[config.mk]
export PLATFORM = sky130hd
export DESIGN_NAME = shift_issue_stage
export DESIGN_NICKNAME = d
export VERILOG_FILES = /design/src/rtl/shift_issue_stage.sv
export SDC_FILE = /design/constraint.sdc
export NUM_CORES = 1
export LEC_CHECK = 0
export ABC_AREA = 1
export BUFFER_PORTS_ARGS = -buffer_cell sky130_fd_sc_hd__buf_2
export CORE_MARGIN = 8
export CORE_UTILIZATION = 40
export DETAILED_ROUTE_END_ITERATION = 16
export SYNTH_ARGS = -nofsm -noshare
export SYNTH_HDL_FRONTEND = slang
export SYNTH_SLANG_ARGS = --single-unit
[constraint.sdc]
create_clock -name clk -period 2.4 [get_ports clk]
set_input_delay 0.12 -clock clk [delete_from_list [all_inputs] [get_ports clk]]
set_output_delay 0.12 -clock clk [all_outputs]
set_load 0.005 [all_outputs]
[src/rtl/shift_issue_stage.sv]
// shift_issue_stage
// Issue stage in front of an external combinational 16-bit shifter. Requests
// are held in a 2-entry FIFO. The head entry drives the shifter. The shifter
// result is captured into a valid/ready output register. Capacity is 3 requests
// in flight: 2 in the queue and 1 in the output register.
// Optional feature: define SHIFT_ISSUE_STAT_EN to add op_cnt. This is a
// saturating count of completed output handshakes.
module shift_issue_stage #(
  parameter int QDEPTH = 2
) (
  input  logic        clk,
  input  logic        rst_n,
  input  logic        in_valid,
  output logic        in_ready,
  input  logic [15:0] in_num,
  input  logic [4:0]  in_amt,
  input  logic        in_dir,
  input  logic        in_logical,
  output logic [15:0] sh_num,
  output logic [5:0]  sh_count,
  output logic        sh_op_type,
  input  logic [15:0] sh_o,
`ifdef SHIFT_ISSUE_STAT_EN
  output logic [15:0] op_cnt,
`endif
  output logic        out_valid,
  input  logic        out_ready,
  output logic [15:0] out_data,
  output logic        out_zero
);

  typedef struct packed {
    logic [15:0] num;
    logic [5:0]  count;   // two's complement, negative means shift right
    logic        logical;
  } entry_t;

  entry_t      mem_q [QDEPTH];
  entry_t      mem_d [QDEPTH];
  logic        wr_ptr_q, wr_ptr_d;
  logic        rd_ptr_q, rd_ptr_d;
  logic [1:0]  occ_q, occ_d;
  logic        alive_q, alive_d;     // rst_n was high on the previous edge
  logic        out_valid_q, out_valid_d;
  logic [15:0] out_data_q, out_data_d;
  logic        out_zero_q, out_zero_d;
`ifdef SHIFT_ISSUE_STAT_EN
  logic [15:0] op_cnt_q, op_cnt_d;
`endif

  logic        push, pop;
  entry_t      in_entry;
  entry_t      head;

  // Handshake decisions, count encoding, head selection and next state.
  always_comb begin
    // NOTE: every signal gets a default first so no path leaves it unassigned (no latch).
    in_ready = alive_q && (occ_q < 2'(QDEPTH));
    push     = in_valid && in_ready;
    pop      = (occ_q != 2'd0) && (!out_valid_q || out_ready);

    in_entry.num     = in_num;
    in_entry.logical = in_logical;
    if (!in_dir)             in_entry.count = {1'b0, in_amt};
    else if (in_amt == 5'd0) in_entry.count = 6'd0;
    else                     in_entry.count = 6'd0 - {1'b0, in_amt};

    // An empty queue presents a neutral request to the shifter.
    head = '{num: 16'h0000, count: 6'd0, logical: 1'b1};
    if (occ_q != 2'd0) head = mem_q[rd_ptr_q];

    mem_d = mem_q;
    if (push) mem_d[wr_ptr_q] = in_entry;

    wr_ptr_d = push ? ~wr_ptr_q : wr_ptr_q;
    rd_ptr_d = pop  ? ~rd_ptr_q : rd_ptr_q;
    occ_d    = occ_q + 2'(push) - 2'(pop);
    alive_d  = 1'b1;

    out_valid_d = out_valid_q;
    out_data_d  = out_data_q;
    out_zero_d  = out_zero_q;
    if (pop) begin
      out_valid_d = 1'b1;
      out_data_d  = sh_o;
      out_zero_d  = (sh_o == 16'h0000);
    end else if (out_ready) begin
      out_valid_d = 1'b0;
    end

`ifdef SHIFT_ISSUE_STAT_EN
    op_cnt_d = op_cnt_q;
    if (out_valid_q && out_ready && (op_cnt_q != 16'hFFFF)) op_cnt_d = op_cnt_q + 16'd1;
`endif
  end

  // Control and output registers with synchronous active-low reset.
  always_ff @(posedge clk) begin
    // NOTE: sequential state uses non-blocking assignments so every flop samples pre-edge values.
    if (!rst_n) begin
      wr_ptr_q    <= 1'b0;
      rd_ptr_q    <= 1'b0;
      occ_q       <= 2'd0;
      alive_q     <= 1'b0;
      out_valid_q <= 1'b0;
      out_data_q  <= 16'h0000;
      out_zero_q  <= 1'b1;
`ifdef SHIFT_ISSUE_STAT_EN
      op_cnt_q    <= 16'd0;
`endif
    end else begin
      wr_ptr_q    <= wr_ptr_d;
      rd_ptr_q    <= rd_ptr_d;
      occ_q       <= occ_d;
      alive_q     <= alive_d;
      out_valid_q <= out_valid_d;
      out_data_q  <= out_data_d;
      out_zero_q  <= out_zero_d;
`ifdef SHIFT_ISSUE_STAT_EN
      op_cnt_q    <= op_cnt_d;
`endif
    end
  end

  // Queue payload storage.
  always_ff @(posedge clk) begin
    // NOTE: payload is not reset; occupancy is cleared, so stale entries are never read.
    mem_q <= mem_d;
  end

  assign sh_num     = head.num;
  assign sh_count   = head.count;
  assign sh_op_type = head.logical;
  assign out_valid  = out_valid_q;
  assign out_data   = out_data_q;
  assign out_zero   = out_zero_q;
`ifdef SHIFT_ISSUE_STAT_EN
  assign op_cnt     = op_cnt_q;
`endif

endmodule

* Word level (Yosys, flattened, before mapping) *
Index checks and enable logic that the tools add are counted.

cells by class
  mux-type cells = 12
  bitwise operators = 4
  $add $sub $neg = 3
  $lt $le $gt $ge = 4
  reduce and logical (&&, ||, !) cells = 10

operator list
  kind                                                                          number
  23-bit two-way mux                                                            5
  46-bit bitwise mux                                                            1
  23-bit demux with 1-bit select                                                1
  16-bit logical NOT                                                            1
  6-bit two-way mux                                                             2
  1-bit by 5-bit subtractor with 6-bit output, first input constant             1
  5-bit logical NOT                                                             1
  2-bit greater-or-equal comparator, second input constant                      2
  1-bit logical AND                                                             4
  1-bit inverter with 2-bit output                                              2
  2-bit nonzero test                                                            2
  1-bit two-way mux                                                             3
  2-bit by 1-bit adder with 2-bit output                                        1
  2-bit by 1-bit less-than comparator with 1-bit output, second input constant  1
  2-bit less-than comparator, second input constant                             1
  1-bit inverter                                                                2
  2-bit by 1-bit subtractor with 2-bit output                                   1
  1-bit logical NOT                                                             1
  1-bit logical OR                                                              1

storage, ports and cells
  word-level logic and storage cells = 46
  output and inout port bits = 42
  register bits = 69
  input port bits = 43

* Longest topological paths before layout *
Gate-level depths: netlist (run 1).

  word-level depth = 6
  mapped depth = 13
  mapped depth without buffers = 11

* Worst setup path before layout (run 1) *
Ideal clock, no wire load.

  path type = reg-to-reg
  start = reg occ_q[1]
  end = reg mem_q[0] (netlist bit) (enable)
  stages on the path, launching flop included = 4
  data required time = 1,997 ps
  clock period less this slack = 1,932 ps
  buffers on the path = 0
  arrival = 1,529 ps
  path slack = 468 ps
  setup time = 403 ps
  path through = dfxtp_1 > inv_2 > nand3_1 > nor2_1

on the way
  word-level cells in the longest chain between the ends = 3

RTL lines
  what                        RTL line  RTL
  from (decl)                 42        logic [1:0] occ_q, occ_d;
  from (signal assigned)      103       occ_q <= 2'd0;
  from (signal assigned)      114       occ_q <= occ_d;
  2-bit less-than comparator  58        in_ready = alive_q && (occ_q < 2'(QDEPTH));
  1-bit logical AND           58
  1-bit logical AND           59        push = in_valid && in_ready;
  to (signal assigned)        128       mem_q <= mem_d;
  to (decl)                   38        entry_t mem_q [QDEPTH];

No other way between the ends.
A chain may end at the register's enable or synchronous reset.

* Final worst setup path (run 1) *
  start = reg occ_q[1]
  end = reg occ_q[1]

on the way
  word-level cells in the longest chain between the ends = 5

RTL lines
  what                                           RTL line  RTL
  2-bit less-than comparator                     58
  1-bit logical AND                              58
  1-bit logical AND                              59
  2-bit by 1-bit adder with 2-bit output         77        occ_d = occ_q + 2'(push) - 2'(pop);
  2-bit by 1-bit subtractor with 2-bit output *  77

Mark *: on every way between the ends. The rest lies on a longest branch, timed or not.

==> qor.yml, run 1 <==
synth.largest_area_cell: "edfxtp_1"
min_period_ns: 1.95
die-area_um2: 9960
switching_power_mw: 1.29
drc: 0
num_vias: 2197
clk_latency_ns: 0.33
ys_seq_area_share_pct: 65.6
crit_fanout: 20
syn_area_um2: 2810
core_um2: 6790
synth_top_area_share_pct: 49.2
clock_sinks: 69
antenna_found_initial: 0
synthXorXnorAreaFrac_pct: 0.312
synth.avg_cell_area_um2: 10.1
combinationalPowerShare_pct: 32.9
internal_power_mw: 2.57
rsz0062_at_grt: "false"
yosys-top-cells-area: "edfxtp_1 49%, dfxtp_1 16%, nand2_1 8.2%"
grt_pass1_wl_um: 10600
path_class: "reg2reg"
rrSetupSlack_ns: 0.45
cts_tree: "yes"
synth_seq_cells: 69
routed_wl_um: 6460
cts_buffers: 9
maxSlewViolCount: 0
via_per_inst: 4.55
p_leak_nw: 1.63
synth_fp_nets: 327
relSlewSlack_pct: 46.5
dpl.hpwl_um: 4370
setup_viol: 0
area_growth_pct: 31.6
cp-start-kind: "register"
grt_pass1_vias: 2263
drive_gt1_share_pct: 30.0
yosys_warnings: 0
dr.pass1.iters: 4
hold_viol: 0
numPortBuffers: 84
powerDensity_nw_per_um2: 1050
clock_skew_ns: 0.00619
place_congestion: 0.717
synth_cell_types: 20
synth_compound_area_share_pct: 8.73
grt-ovfl-total: 0
initial_utilization_pct: 41.3
synth_top_family_by_area: "simple AND/OR/NAND/NOR gates"
fin_crit_sh_pct: 81.2
seqPwrFrac_pct: 41.3
fmax_mhz: 513
status: "finished clean"
cts-root-buf: "clkbuf_8"
hold_path.class: "in2reg"
grt_max_degree: 25
die_y_um: 99.8
final_area_um2: 3690
rows: 30
synthSimpleGateAreaFrac_pct: 17.7
h-tree-depth: 3
muxShareOfSynthArea_pct: 0
num_io_pins: 85
drtIter0Drc: 84
ant_nets: 0
gr-usage-all-layers_pct: 13.5
die_w_um: 99.8
n_antenna_cell: 0
placed_cell_area_um2: 3310
power.share.clock_pct: 25.8
nNetsFinal: 430
synth_cells: 279
arrival_ns: 2.17
tns_ns: 0
end_kind: "register"
swShare_pct: 33.5
ctsLongestPathBuffers: 2
synth_fa_ha_area_share_pct: 2.23
tightest_slew_ns: 0.801
post_cts_buffers: 0
drv_cap: 0
detail_route.wl_per_cell_um: 13.4
clk_pin_slew_ns: 0.07
worstPathRequired_ns: 2.63
irDropWorstVdd_v: 0.000447
[path summary, 6_finish.rpt]
kind | endpoint | startpoint | cells after the start
worst min register to register | out_data[15] | out_data[15] | 2
worst max register to register | occ_q[1] | occ_q[1] | 11
worst max-delay path | occ_q[1] | occ_q[1] | 11
worst min-delay path | out_data[8] | sh_o[8] | 3
[power by group through the flow]
stage / clock network, mW / registers (mW) / logic, mW
6_report: 0.996 / 1.59 / 1.27
5_1_grt: 1.08 / 1.62 / 1.45
4_1_cts: 1.03 / 1.60 / 1.31
3_5_place_dp: 0 / 1.62 / 1.28
3_3_place_gp: 0 / 1.61 / 1.27
2_1_floorplan: 0 / 1.62 / 0.791
[Yosys cell counts]
| cell | number |
|---|---|
| o21ai_0 | 21 |
| clkbuf_1 | 7 |
| inv_8 | 1 |
| nand3_1 | 6 |
| nor2_2 | 6 |
| nor2_1 | 47 |
| xor2_1 | 1 |
| nand2_2 | 2 |
| edfxtp_1 | 46 |
| inv_1 | 16 |
| nor3_1 | 1 |
| buf_6 | 1 |
| buf_2 | 4 |
| a21oi_1 | 28 |
| inv_2 | 1 |
| buf_12 | 1 |
| dfxtp_1 | 23 |
| ha_1 | 5 |
| or2_2 | 1 |
| nand2_1 | 61 |
[logic make-up (layout without fill, tap and decap cells)]
kind of cell             after synthesis  after routing
adder cells (fa/ha/maj)                5              5
AO/OA/AOI/OAI                         49             49
XOR/XNOR                               1              1
flip-flops                            69             69
AND/OR/NAND/NOR                      124            124
buffers and inverters                 31            139
[cell usage in the layout (no fill, tap or decap), types with 4 or more instances in the layout]
cell and n:
nor2_2 9, dfxtp_1 23, dlygate4sd3_1 17, o21ai_0 21, a21oi_1 28, inv_1 16
buf_2 84, edfxtp_1 46, buf_4 4, nand2_1 61, nor2_1 44, ha_1 5
nand3_1 6, clkbuf_8 9
[per-layer routing]
layer	GRT usage [%]	wire length, um	vias to the layer above
met5	0	0	-
met4	6.98	102	0
li1	-	-	1127
met2	23.6	3370	41
met1	14.8	2670	1021
met3	3.53	308	8
[final cells by class]
| class | count | area (um2) |
|---|---|---|
| flip-flops and latches | 69 | 1840 |
| inverters | 18 | 75.1 |
| clock buffers | 10 | 128 |
| clock inverters | 6 | 87.6 |
| well taps | 96 | 120 |
| fillers | 599 | 3100 |
| repair buffers | 105 | 621 |
| multi-input cells | 179 | 821 |
[sequential cells by signal (all words and copies together), names as in the netlist]
signal and flops:
out_zero 1, out_data 16, rd_ptr_q 1, wr_ptr_q 1
out_valid 1, alive_q 1, occ_q 2, mem_q 46
[stage by stage]
step	cells	hold slack [ns]	total power, mW	setup WS, ns	util (%)
global placement	450	0.309	2.88	0.548	48.7
detailed placement	450	0.313	2.90	0.476	48.7
floorplan	279	0.148	2.41	0.468	-
CTS	483	0.0440	3.93	0.468	54.4
finish	483	0.0585	3.86	0.452	54.4
global route	483	0.0565	4.15	0.257	54.4
[critical path, cell delays in order (launching register included)]
cell     delay (ns)
dfxtp_1        0.42
inv_2          0.06
nand2_2        0.08
nand2_2        0.23
inv_8          0.23
ha_1           0.25
inv_1          0.05
ha_1           0.14
xor2_1         0.19
nand2_1        0.08
nand2_1        0.06
nor2_1         0.04
[timing repair]
item | CTS | global route
hold endpoints to repair | 34 | 0
resized for setup | 0 | 0
hold buffers | 17 | 0
No activity file was read; power rests on OpenSTA's default activity.
==> inputs of run 2 (changes only) <==
--- a/config.mk
+++ b/config.mk
@@ -10,6 +10,7 @@
 export CORE_MARGIN = 8
 export CORE_UTILIZATION = 40
 export DETAILED_ROUTE_END_ITERATION = 16
+export PLACE_DENSITY = 0.67
 export SYNTH_ARGS = -nofsm -noshare
 export SYNTH_HDL_FRONTEND = slang
 export SYNTH_SLANG_ARGS = --single-unit
==> constraint.sdc (replaced) <==
create_clock -name clk -period 1.7 [get_ports clk]
set_input_delay 0.085 -clock clk [delete_from_list [all_inputs] [get_ports clk]]
set_output_delay 0.085 -clock clk [all_outputs]
set_load 0.005 [all_outputs]
==> qor.yml, run 2 (synthesis results as in run 1) <==
status: "finished clean"  # unchanged
gr-usage-all-layers_pct: 13.9  # was 13.5%
grt_pass1_vias: 2201  # was 2263
hold_path.class: "in2reg"  # unchanged
rsz0062_at_grt: "false"  # unchanged
via_per_inst: 4.47  # was 4.55
post_cts_buffers: 0  # unchanged
cts-root-buf: "clkbuf_8"  # unchanged
maxSlewViolCount: 0  # unchanged
holdWs_ns: 0.0242  # was 0.0585 ns
dpl_worst_slack_ns: 0.181  # was 0.476 ns
hold_viol: 0  # unchanged
ctsLongestPathBuffers: 2  # unchanged
num_vias: 2200  # was 2197
p_leak_nw: 1.68  # was 1.63 nW
ant_nets: 0  # unchanged
clk_pin_slew_ns: 0.07  # about the same
dpl.hpwl_um: 4370  # about the same
setup_viol: 0  # unchanged
fmax_mhz: 657  # was 513 MHz
grt_pass1_wl_um: 10600  # about the same
arrival_ns: 1.75  # was 2.17 ns
drv_cap: 0  # unchanged
worstRegToRegCells: 11  # unchanged
drc: 0  # unchanged
fin_crit_sh_pct: 89.6  # was 81.2%
slowest_delay_ns: 0.33  # was 0.42 ns
cts_tree: "yes"  # unchanged
irDropWorstVdd_v: 0.000569  # was 0.000447 V
final_common_cell: "buf_2"  # unchanged
area_growth_pct: 35.2  # was 31.6%
clk_latency_ns: 0.33  # about the same
grt-ovfl-total: 0  # unchanged
grt_max_degree: 25  # unchanged
routed_wl_um: 6530  # was 6460 um
layout_common_cells: "84 x buf_2, 61 x nand2_1, 46 x edfxtp_1, 44 x nor2_1, 28 x a21oi_1"  # unchanged
multi_input_area_um2: 821  # unchanged
regArea_um2: 1840  # unchanged
relSlewSlack_pct: 78.5  # was 46.5%
nNetsFinal: 439  # was 430
rows: 30  # unchanged
whs_path_depth: 3  # unchanged
largest_register_ff_count: 46  # unchanged
initial_utilization_pct: 41.3  # unchanged
min_period_ns: 1.52  # was 1.95 ns
drtIter0Drc: 63  # was 84
n_antenna_cell: 0  # unchanged
tightest_slew_ns: 0.322  # was 0.801 ns
h-tree-depth: 3  # unchanged
postCtsHoldBufs: 21  # was 17
num_io_pins: 85  # unchanged
ctsResizeCount: 0  # unchanged
die_w_um: 99.8  # unchanged
path_class: "reg2reg"  # unchanged
cpMaxStageDelayCell: "dfxtp_1"  # unchanged
place_congestion: 0.750  # was 0.717
top_register: "mem_q"  # unchanged
end_kind: "register"  # unchanged
die_y_um: 99.8  # unchanged
cp_cell_sequence: "inv_1, nand2_2, nand2_2, inv_8, ha_1, inv_1, ha_1, xor2_1, nand2_1, nand2_1, nor2_1"  # was inv_2, nand2_2, nand2_2, inv_8, ha_1, inv_1, ha_1, xor2_1, nand2_1, nand2_1, nor2_1
drive_gt1_share_pct: 30.8  # was 30.0%
fill_cells: 622  # was 599
clock_sinks: 69  # unchanged
core_um2: 6790  # unchanged
numPortBuffers: 84  # unchanged
cts_buffers: 9  # unchanged
cp-start-kind: "register"  # unchanged
powerDensity_nw_per_um2: 1460  # was 1050 nW/um2
die-area_um2: 9960  # unchanged
clock_skew_ns: 0.00609  # was 0.00619 ns
detail_route.wl_per_cell_um: 13.3  # was 13.4 um
worstPathRequired_ns: 1.93  # was 2.63 ns
dr.pass1.iters: 4  # unchanged
antenna_found_initial: 0  # unchanged
layout_setup_ws_ns: 0.177  # was 0.452 ns
crit_fanout: 3  # was 20
rrSetupSlack_ns: 0.18  # was 0.45 ns
run 2: metrics by stage:
step                      instances  utilization, %  setup TNS [ns]  power (mW)  cell area (um2)
after floorplan                 279               -          -10.65        3.41             2810
after global placement          455            49.6               0        4.13             3370
after detailed placement        455            49.6               0        4.17             3370
after CTS                       492            55.9               0        5.64             3800
after global routing            492            55.9               0        5.93             3800
final                           492            55.9               0        5.55             3800
run 2: cell type report:
cell class / instances / share of cell area, %
multi-input cells: 179 / 21.6
repair buffers: 114 / 19.1
well taps: 96 / 3.16
inverters: 18 / 1.98
clock buffers: 10 / 3.36
flip-flops and latches: 69 / 48.5
clock inverters: 6 / 2.31
run 2: metal layers:
layer	up-vias	track usage [%]	share of wire, %
li1	1150	-	-
met4	0	8.03	1.7
met2	43	24.3	52
met5	-	0	0
met3	9	3.74	4.8
met1	998	14.7	42
run 2: worst paths after layout:
path / startpoint / end
min: sh_o[4] / out_data[4]
min reg2reg: out_zero / out_zero
max: occ_q[0] / occ_q[1]
max reg2reg: occ_q[0] / occ_q[1]
run 2: critical path, delay by kind of cell (launching register included):
kind	cells	cell delay, ns
flops	1	0.33
xor+xnor	1	0.18
simple gates	5	0.33
buf+inv	3	0.16
fa+ha+maj	2	0.42
run 2: where the power goes:
part,total [mW],switching [mW],internal [mW]
combinational,1.89,1.11,0.774
sequential,2.24,0.134,2.10
clock,1.43,0.600,0.826
total,5.55,1.85,3.70
